--- src/rtl/proc_datapath_resp.sv ---
`default_nettype none
// +--------------------------------------------------------------------------+
// | proc_datapath_resp : datapath responder that closes the loop with the FSM |
// | Rev 1.0                                                                   |
// +--------------------------------------------------------------------------+
module proc_datapath_resp #(
  parameter logic [1:0] IDLE_STATE     = 2'd0,
  parameter logic [1:0] FETCH_STATE    = 2'd1,
  parameter logic [1:0] LOAD_REG_STATE = 2'd2,
  parameter logic [1:0] ALU_STATE      = 2'd3,
  parameter int         DATA_W         = 8,
  parameter int         PROG_DEPTH     = 16,
  localparam int        PC_W           = $clog2(PROG_DEPTH)
) (
  input  logic              clk,
  input  logic              rst,
  input  logic [1:0]        current_state,
  input  logic              prog_we,
  input  logic [PC_W-1:0]   prog_addr,
  input  logic [15:0]       prog_wdata,
  input  logic [PC_W-1:0]   prog_last,
  input  logic              run,
  output logic              start,
  output logic              condition_code_check,
  output logic [PC_W-1:0]   pc,
  output logic [DATA_W-1:0] result,
  output logic              zero_flag,
  output logic              carry_flag,
  output logic              done
);

  localparam logic [1:0] OP_LDI = 2'b00;
  localparam logic [1:0] OP_ADD = 2'b01;
  localparam logic [1:0] OP_SUB = 2'b10;

  logic [15:0]       mem_q [PROG_DEPTH];

  logic              start_q, start_d;
  logic              cc_q, cc_d;
  logic [PC_W-1:0]   pc_q, pc_d;
  logic [PC_W-1:0]   iaddr_q, iaddr_d;
  logic [15:0]       ir_q, ir_d;
  logic [DATA_W-1:0] opa_q, opa_d;
  logic [DATA_W-1:0] opb_q, opb_d;
  logic [DATA_W-1:0] rf_q [4];
  logic [DATA_W-1:0] rf_d [4];
  logic [DATA_W-1:0] result_q, result_d;
  logic              zf_q, zf_d;
  logic              cf_q, cf_d;
  logic              done_q, done_d;

  logic [1:0]        ir_op;
  logic [1:0]        ir_rd;
  logic [1:0]        ir_rs;
  logic [DATA_W-1:0] ir_imm;
  logic [DATA_W:0]   add_w;
  logic [DATA_W:0]   sub_w;
  logic [DATA_W-1:0] alu_out;
  logic              alu_c;
  logic              retire;
  logic              unused_rsvd;

  assign ir_op       = ir_q[15:14];
  assign ir_rd       = ir_q[13:12];
  assign ir_rs       = ir_q[11:10];
  assign ir_imm      = DATA_W'(ir_q[7:0]);
  assign unused_rsvd = ^ir_q[9:8];

  // Instruction store is deliberately left out of reset so programs survive rst.
  always_ff @(posedge clk) begin
    if (prog_we && !start_q) begin
      mem_q[prog_addr] <= prog_wdata;
    end
  end

  always_comb begin
    add_w = {1'b0, opa_q} + {1'b0, opb_q};
    sub_w = {1'b0, opa_q} - {1'b0, opb_q};
    case (ir_op)
      OP_ADD: begin
        alu_out = add_w[DATA_W-1:0];
        alu_c   = add_w[DATA_W];
      end
      OP_SUB: begin
        alu_out = sub_w[DATA_W-1:0];
        alu_c   = sub_w[DATA_W];
      end
      default: begin
        alu_out = opa_q & opb_q;
        alu_c   = 1'b0;
      end
    endcase
  end

  always_comb begin
    start_d  = start_q;
    cc_d     = cc_q;
    pc_d     = pc_q;
    iaddr_d  = iaddr_q;
    ir_d     = ir_q;
    opa_d    = opa_q;
    opb_d    = opb_q;
    rf_d     = rf_q;
    result_d = result_q;
    zf_d     = zf_q;
    cf_d     = cf_q;
    done_d   = 1'b0;
    retire   = 1'b0;

    if (!start_q) begin
      if (run) begin
        start_d = 1'b1;
        pc_d    = '0;
      end
    end else begin
      case (current_state)
        IDLE_STATE: ;
        FETCH_STATE: begin
          ir_d    = mem_q[pc_q];
          iaddr_d = pc_q;
          pc_d    = pc_q + PC_W'(1);
          cc_d    = (mem_q[pc_q][15:14] != OP_LDI);
        end
        LOAD_REG_STATE: begin
          opa_d = rf_q[ir_rd];
          opb_d = rf_q[ir_rs];
          if (ir_op == OP_LDI) begin
            rf_d[ir_rd] = ir_imm;
            result_d    = ir_imm;
            retire      = 1'b1;
          end
        end
        ALU_STATE: begin
          // An LDI never reaches here in a well-behaved loop; guard so it cannot clobber flags.
          if (ir_op != OP_LDI) begin
            rf_d[ir_rd] = alu_out;
            result_d    = alu_out;
            zf_d        = (alu_out == '0);
            cf_d        = alu_c;
            retire      = 1'b1;
          end
        end
        default: ;
      endcase

      if (retire && (iaddr_q == prog_last)) begin
        done_d  = 1'b1;
        start_d = 1'b0;
      end
    end
  end

  always_ff @(posedge clk or posedge rst) begin
    if (rst) begin
      start_q  <= 1'b0;
      cc_q     <= 1'b0;
      pc_q     <= '0;
      iaddr_q  <= '0;
      ir_q     <= '0;
      opa_q    <= '0;
      opb_q    <= '0;
      rf_q     <= '{default: '0};
      result_q <= '0;
      zf_q     <= 1'b0;
      cf_q     <= 1'b0;
      done_q   <= 1'b0;
    end else begin
      start_q  <= start_d;
      cc_q     <= cc_d;
      pc_q     <= pc_d;
      iaddr_q  <= iaddr_d;
      ir_q     <= ir_d;
      opa_q    <= opa_d;
      opb_q    <= opb_d;
      rf_q     <= rf_d;
      result_q <= result_d;
      zf_q     <= zf_d;
      cf_q     <= cf_d;
      done_q   <= done_d;
    end
  end

  assign start                = start_q;
  assign condition_code_check = cc_q;
  assign pc                   = pc_q;
  assign result               = result_q;
  assign zero_flag            = zf_q;
  assign carry_flag           = cf_q;
  assign done                 = done_q;

endmodule
`default_nettype wire

--- config.mk ---
export PLATFORM = sky130hd
export DESIGN_NAME = proc_datapath_resp
export DESIGN_NICKNAME = d
export VERILOG_FILES = /design/src/rtl/proc_datapath_resp.sv
export SDC_FILE = /design/constraint.sdc
export NUM_CORES = 1
export LEC_CHECK = 0
export ABC_AREA = 1
export CORE_AREA = 2 2 215 217
export DETAILED_ROUTE_END_ITERATION = 8
export DIE_AREA = 0 0 217 219
export SLEW_MARGIN = 0
export SYNTH_ARGS = -nofsm -noshare
export SYNTH_HDL_FRONTEND = slang
export SYNTH_SLANG_ARGS = --single-unit
--- constraint.sdc ---
create_clock -name clk -period 9.15 [get_ports clk]
set_input_delay 2.745 -clock clk [delete_from_list [all_inputs] [get_ports clk]]
set_output_delay 2.745 -clock clk [all_outputs]
set_load 0.05 [all_outputs]
==> results of run 1 <==
[cells in the mapped netlist (all sizes together)]
cell,count
a31oi,20
a221oi,3
inv,85
nor2,206
nand2,163
buf,15
a21oi,23
o21bai,1
o2111ai,2
o211ai,6
ha,21
nor3,1
a22oi,3
mux2i,1
nand4,3
o21ai,173
fa,2
or2,9
dfrtp,83
clkbuf,50
xnor2,5
o31ai,1
nand3,74
a41oi,3
o32ai,3
edfxtp,224
and2,2
o22ai,19
o221ai,37
[routing by layer]
layer	part of all wire	wire length [um]
met1	0.45	15600
met2	0.46	15900
met3	0.065	2260
met4	0.021	718
met5	0.00098	34
[power by group through the flow]
stage          Combinational (uW)  Sequential (uW)  Clock, uW
2_1_floorplan                1240             1890          0
3_3_place_gp                 1770             1890          0
3_5_place_dp                 1800             1890          0
4_1_cts                      1810             1870       1340
5_1_grt                      2030             1900       1390
6_report                     1810             1870       1310
[flip-flops by register name, indices dropped and copies added, names as in the netlist]
register,cells
mem_q,224
rf_q,32
ir_q,14
opa_q,8
opb_q,8
result,8
iaddr_q,4
pc,4
carry_flag,1
condition_code_check,1
done,1
start,1
zero_flag,1
[cell type report]
cell class,instances,area (um^2),area share
Inverter,85,323,0.0208
Timing Repair Buffer,69,628,0.0404
Clock inverter,17,259,0.0167
Multi-Input combinational cell,781,3990,0.256
Antenna cell,1,2.50,0.000161
Tap cell,600,751,0.0483
Sequential cell,307,8810,0.566
Clock buffer,39,795,0.0511
[how the worst min path moves through the flow]
stage / from / to / slack, ps
2_1_floorplan: ir_q[3] / ir_q[3] / 460
3_3_place_gp: zero_flag / zero_flag / 470
3_5_place_dp: result[1] / result[1] / 470
4_1_cts: result[1] / result[1] / 490
5_1_grt: result[6] / result[6] / 510
6_report: result[1] / result[1] / 490
[worst register-to-register path, delay by kind of cell (launching register included)]
family | cells | cell delay [ps]
AO/OA/AOI/OAI | 4 | 760
buffers and inverters | 3 | 1340
flip-flops | 1 | 670
AND/OR/NAND/NOR | 1 | 150
[cell families (layout without fill, tap and decap cells)]
family / count (synthesis) / in the layout / share of synthesized area
buffers and inverters: 150 / 210 / 0.0444
other: 0 / 1 / 0
multiplexers: 1 / 1 / 0.000748
adder cells (fa/ha/maj): 23 / 23 / 0.0226
flip-flops: 307 / 307 / 0.658
XOR/XNOR: 5 / 5 / 0.00327
AO/OA/AOI/OAI: 294 / 294 / 0.130
AND/OR/NAND/NOR: 458 / 458 / 0.141
[through the flow]
stage	util	instance area [um^2]	cells	power [uW]
3_5_place_dp	0.322	14500	1842	3690
2_1_floorplan	-	13400	1238	3130
4_1_cts	0.345	15600	1898	5010
5_1_grt	0.345	15600	1898	5320
3_3_place_gp	0.322	14500	1842	3650
6_report	0.345	15600	1899	5000
==> qor.txt, run 1 <==
register share of total power -> 0.374
WL/cell -> 18.2 um
first-pass GRT wire length -> 53600 um
post-route ant nets -> 0
NumNets Final -> 1327
sw frac -> 0.392
First DRT Iteration DRCs -> 907
RR Endpoint -> ir_q[14]
RSZ-0062 raised after global routing -> no
clock share of power -> 0.263
worst path bufs/invs -> 2
Setup Viol. Count Final -> 0
crit path to -> pc[1]
Worst path depth -> 2
peak per-stage delay on the critical path -> 950 ps
clock root buffer -> clkbuf_16
CP max stage cell -> clkdlybuf4s50_1
Gate Count Post-Synth -> 1238
TritonCTS clock tree -> done
reg-to-reg slack, setup -> 6110 ps
largest net degree at the start of global routing -> 89
GRT Max-Usage Layer -> met2
Post-Syn Area -> 13400 um^2
Crit path max-delay family -> buffers and inverters
worst-skew pair later-pin latency -> 600 ps
Slew @ Worst Pin -> 1160 ps
die height -> 219 um
width of the chip -> 217 um
initial antenna violation count -> 3
max_cap viols -> 0
Yosys top cell area share -> 0.503
critical path arrival -> 2460 ps
Final Skew -> 44.9 ps
most common cell after layout, fill and taps aside -> edfxtp_1
register bit total from synthesis -> 307
sequential area share after synthesis -> 0.658
GR Util met1 -> 0.203
routed vias -> 9407
syn_nets -> 1291
reg2reg path depth -> 8
Int Power -> 3040 uW
drt pass-1 iters -> 5
YS warnings -> 0
critical path capture point type -> output pin
crit path launch type -> flip-flop
M2 GR Usage -> 0.235
pre-CTS WS -> 3830 ps
# H-tree levels -> 1
period utilization -> 0.569
P per Cell Area -> 321 nW/um^2
Worst EP required -> 6410 ps
Initial Util -> 0.297
Final Wtd Congestion -> 0.886
LEAKAGE -> 0.00575 uW
max-slew headroom at the worst pin -> 0.227
RR Startpoint -> pc[0]
met3 Usage GRT -> 0.0269
Final min period -> 5210 ps
hold_buf cts -> 0
Psw -> 1960 uW
post-CTS setup buffer count -> 0
max-slew violations -> 0
FMAX -> 192 MHz
hold crit path type -> flip-flop to flip-flop
layout cells sized above 1 -> 0.0747
fill count -> 4503
Sink Count -> 307
Logic pwr share -> 0.362
status -> complete, no violations
IO Pins -> 47
worst path cell trace -> buf_4, clkdlybuf4s50_1
top cells by area, synth -> edfxtp_1 50%, dfrtp_1 16%, o21ai_0 6.1%, nor2_1 5.7%, nand2_1 4.5%
remaining global-route overflow -> 0
Worst Setup SP -> pc[1]
Vias per Instance -> 4.95
WL final -> 34600 um
critical path type -> flip-flop to output pin
final setup margin -> 3940 ps
Final Hold Fails -> 0
TritonCTS buffer count -> 30
Min Hold Slack -> 491 ps
site row count -> 78
most frequent cells in the layout -> 224 x edfxtp_1, 203 x nor2_1, 163 x o21ai_0
drt drc -> 0
post-detail-place hpwl -> 20700 um
CTS Buffer Depth -> 3
Resize count post-CTS -> 0
Syn-to-layout area delta -> 16.3%
hold path depth -> 2
die area -> 47500 um^2
number of global-route vias before repair -> 9040
I/O Buffers -> 44
syn avg cell area -> 10.8 um^2
cell taking the most area after synthesis -> edfxtp_1
Worst-path clk slew -> 70 ps
CP max FO -> 60
Core ar. -> 45100 um^2
peak supply drop -> 0.188 mV
gr usage total -> 0.145
setup tns final -> 0 ps
Unique masters post-synth -> 40
No activity file was read; power rests on OpenSTA's default activity.
==> run 2: changes to the inputs <==
- clock period: 9.15 -> 4.2 ns (I/O delays scaled with it)
==> run 2 against run 1 <==
  * Register-to-register slack got worse by 4500 ps
  * Largest cell class unchanged
  * Largest power group is now combinational cells
  * Power grew 120%
  * Cell area increased by 0.63%
  * Critical path depth fell by 1
==> qor.txt, run 2 (synthesized netlist as in run 1, its figures left out) <==
Slew @ Worst Pin -> 1050 ps
remaining global-route overflow -> 0
RR Endpoint -> ir_q[4]
crit path launch type -> flip-flop
drt pass-1 iters -> 6
critical path capture point type -> output pin
IO Pins -> 47
Crit path max-delay family -> buffers and inverters
hold crit path type -> flip-flop to flip-flop
reg2reg path depth -> 7
CTS Buffer Depth -> 3
antenna cells -> 0
worst path bufs/invs -> 1
LEAKAGE -> 0.00581 uW
Initial Util -> 0.297
P per Cell Area -> 699 nW/um^2
max-slew headroom at the worst pin -> 0.296
Final Skew -> 19.5 ps
layout cells sized above 1 -> 0.0833
peak per-stage delay on the critical path -> 930 ps
first-pass GRT wire length -> 53100 um
Final min period -> 3550 ps
routed vias -> 9405
fill count -> 4492
CP max FO -> 9
Vias per Instance -> 4.93
status -> complete, no violations
critical path arrival -> 2290 ps
RR Startpoint -> pc[0]
drt drc -> 0
Worst EP required -> 2940 ps
worst-skew pair later-pin latency -> 580 ps
max FFs per register -> 224
gr usage total -> 0.144
Sink Count -> 307
Min Hold Slack -> 486 ps
width of the chip -> 217 um
Setup Viol. Count Final -> 0
post-CTS setup buffer count -> 0
post-route ant nets -> 0
CP max stage cell -> clkdlybuf4s50_1
I/O Buffers -> 44
FMAX -> 282 MHz
Resize count post-CTS -> 0
site row count -> 78
NumNets Final -> 1336
Biggest register -> mem_q
Worst Hold Path EP -> result[1]
hold_buf cts -> 0
RSZ-0062 raised after global routing -> no
First DRT Iteration DRCs -> 984
max-slew violations -> 0
# H-tree levels -> 1
Final Hold Fails -> 0
WL final -> 34100 um
most common cell after layout, fill and taps aside -> edfxtp_1
reg-to-reg slack, setup -> 1580 ps
hold path depth -> 2
most frequent cells in the layout -> 224 x edfxtp_1, 203 x nor2_1, 163 x o21ai_0
period utilization -> 0.845
Worst-path clk slew -> 70 ps
Core ar. -> 45100 um^2
TritonCTS buffer count -> 31
max_cap viols -> 0
post-detail-place hpwl -> 21600 um
largest net degree at the start of global routing -> 78
biggest regs -> mem_q: 224 flops, rf_q: 32 flops, ir_q: 14 flops
setup tns final -> 0 ps
critical path type -> flip-flop to output pin
die height -> 219 um
number of global-route vias before repair -> 9050
die area -> 47500 um^2
TritonCTS clock tree -> done
Syn-to-layout area delta -> 17.0%
peak supply drop -> 0.377 mV
initial antenna violation count -> 1
WL/cell -> 17.9 um
clock root buffer -> clkbuf_16
Final Wtd Congestion -> 0.837
worst path cell trace -> clkdlybuf4s50_1
HP Start -> result[1]
==> run 2: worst max-delay path by stage <==
stage                     startpoint    endpoint  cells past startpoint
detailed placement  current_state[0]    rf_q[31]                     11
global route                   pc[3]       pc[3]                      1
finish                         pc[3]       pc[3]                      1
floorplan                        rst  carry_flag                      1
global placement    current_state[0]    rf_q[31]                     11
CTS                            pc[3]       pc[3]                      1
==> run 2: through the flow <==
step           setup slack (ps)  std cells  total power [uW]   util  area, um^2
6_report                    650       1908             10900  0.347       15700
5_1_grt                     606       1908             11700  0.347       15700
4_1_cts                     672       1908             11000  0.347       15700
3_3_place_gp                670       1850              8020  0.323       14600
3_5_place_dp                694       1850              8110  0.323       14600
2_1_floorplan               803       1238              6820      -       13400
==> run 2: report_power, final <==
part | switching (uW) | internal (uW)
Sequential | 406 | 3630
Combinational | 2740 | 1310
Clock | 1180 | 1670
Total | 4330 | 6620
==> run 2: layout make-up <==
type | instances | area [um^2] | share of cell area
Clock buffer | 43 | 891 | 0.0569
Timing Repair Buffer | 77 | 713 | 0.0456
Tap cell | 600 | 751 | 0.0480
Inverter | 85 | 323 | 0.0206
Clock inverter | 15 | 178 | 0.0114
Sequential cell | 307 | 8810 | 0.563
Multi-Input combinational cell | 781 | 3990 | 0.255
==> run 2: routing by layer <==
| layer | wire, um | vias up | GRT usage |
|---|---|---|---|
| met5 | 0 | - | 0 |
| met4 | 573 | 0 | 0.0279 |
| met3 | 2270 | 47 | 0.0237 |
| met2 | 15500 | 304 | 0.232 |
| met1 | 15700 | 4588 | 0.204 |
| li1 | - | 4466 | - |
==> run 3: changes to the inputs <==
- clock period: 4.2 -> 3.5 ns (I/O delays scaled with it)
==> run 3 against run 2 <==
  * Via count up 1.2%
  * Sequential power rose by 19%
  * Setup slack got worse by 290 ps
  * Global-route usage increased by 0.40 points
  * Cell area grew 0.78%
  * Wire length grew 2.5%
  * Flip-flop and latch count unchanged
==> qor.txt, run 3 (synthesized netlist as in run 1, its figures left out) <==
site row count -> 78
LEAKAGE -> 0.00585 uW
IO Pins -> 47
I/O Buffers -> 44
post-route ant nets -> 0
Sink Count -> 307
First DRT Iteration DRCs -> 880
Final Wtd Congestion -> 0.889
clock root buffer -> clkbuf_16
hold crit path type -> flip-flop to flip-flop
peak per-stage delay on the critical path -> 880 ps
drt drc -> 0
setup tns final -> 0 ps
Vias per Instance -> 4.97
M2 GR Usage -> 0.244
most frequent cells in the layout -> 224 x edfxtp_1, 203 x nor2_1, 163 x o21ai_0
layout cells sized above 1 -> 0.0944
Resize count post-CTS -> 0
first-pass GRT wire length -> 54500 um
WL/cell -> 18.3 um
Worst-path clk slew -> 70 ps
GR Util met1 -> 0.203
period utilization -> 0.896
initial antenna violation count -> 2
TritonCTS clock tree -> done
post-detail-place hpwl -> 22100 um
die height -> 219 um
Initial Util -> 0.297
max FFs per register -> 224
CTS Buffer Depth -> 3
NumNets Final -> 1342
Core ar. -> 45100 um^2
TritonCTS buffer count -> 31
FMAX -> 319 MHz
antenna cells -> 0
die area -> 47500 um^2
critical path arrival -> 2090 ps
Setup Viol. Count Final -> 0
remaining global-route overflow -> 0
crit path launch type -> flip-flop
GRT Max-Usage Layer -> met2
hold_buf cts -> 0
gr usage total -> 0.148
number of global-route vias before repair -> 9133
width of the chip -> 217 um
register area -> 8810 um^2
Biggest register -> mem_q
worst path cell trace -> clkdlybuf4s50_1
Area after DPL -> 14700 um^2
biggest regs -> mem_q: 224 flops, rf_q: 32 flops, ir_q: 14 flops
CP max stage cell -> clkdlybuf4s50_1
Multi-input gate area -> 3990 um^2
hold path depth -> 2
Slew @ Worst Pin -> 956 ps
max-slew headroom at the worst pin -> 0.362
RSZ-0062 raised after global routing -> no
Syn-to-layout area delta -> 17.9%
critical path capture point type -> output pin
largest net degree at the start of global routing -> 65
status -> complete, no violations
reg2reg path depth -> 10
Final Hold Fails -> 0
fill count -> 4478
CP max FO -> 18
peak supply drop -> 0.415 mV
drt pass-1 iters -> 5
routed vias -> 9518
fin area -> 15800 um^2
met3 Usage GRT -> 0.0238
Total Power -> 13300 uW
Worst path depth -> 1
WL final -> 35000 um
Crit path max-delay family -> buffers and inverters
Final min period -> 3140 ps
post-CTS setup buffer count -> 0
worst path bufs/invs -> 1
Worst EP required -> 2450 ps
critical path type -> flip-flop to output pin
worst-skew pair later-pin latency -> 590 ps
max-slew violations -> 0
Final Skew -> 12.7 ps
# H-tree levels -> 1
max_cap viols -> 0
most common cell after layout, fill and taps aside -> edfxtp_1
P per Cell Area -> 842 nW/um^2
## run 3: power breakdown
| group | leakage (uW) | switching [uW] | internal (uW) | total (uW) |
|---|---|---|---|---|
| logic | 0.00234 | 3320 | 1600 | 4920 |
| registers | 0.00299 | 454 | 4360 | 4820 |
| clock network | 0.000514 | 1500 | 2060 | 3550 |
## run 3: layout make-up
cell class | instances | share of cell area
inverters | 85 | 0.0205
clock inverters | 25 | 0.0194
well taps | 600 | 0.0476
multi-input cells | 781 | 0.253
clock buffers | 33 | 0.0509
flip-flops and latches | 307 | 0.558
repair buffers | 83 | 0.0504
## run 3: final timing paths
check / startpoint / to / slack, ps
max: pc[1] / pc[1] / 360
min in group asynchronous: rst / result[3] / 750
max in group asynchronous: rst / rf_q[11] / 2150
min: result[1] / result[1] / 490
min reg2reg: result[1] / result[1] / 490
max reg2reg: opb_q[0] / result[1] / 960
## run 3: per-stage QoR
stage,util,setup slack [ps],std cells,hold slack [ps]
floorplan,-,313,1238,460
global placement,0.325,11.2,1856,468
detailed placement,0.325,46.7,1856,472
CTS,0.350,302,1914,488
global route,0.350,291,1914,512
finish,0.350,362,1914,489
## run 3: layer usage
metal / vias up / part of all wire
li1: 4478 / -
met1: 4681 / 0.45
met2: 295 / 0.47
met3: 60 / 0.058
met4: 4 / 0.021
met5: - / 0.00074
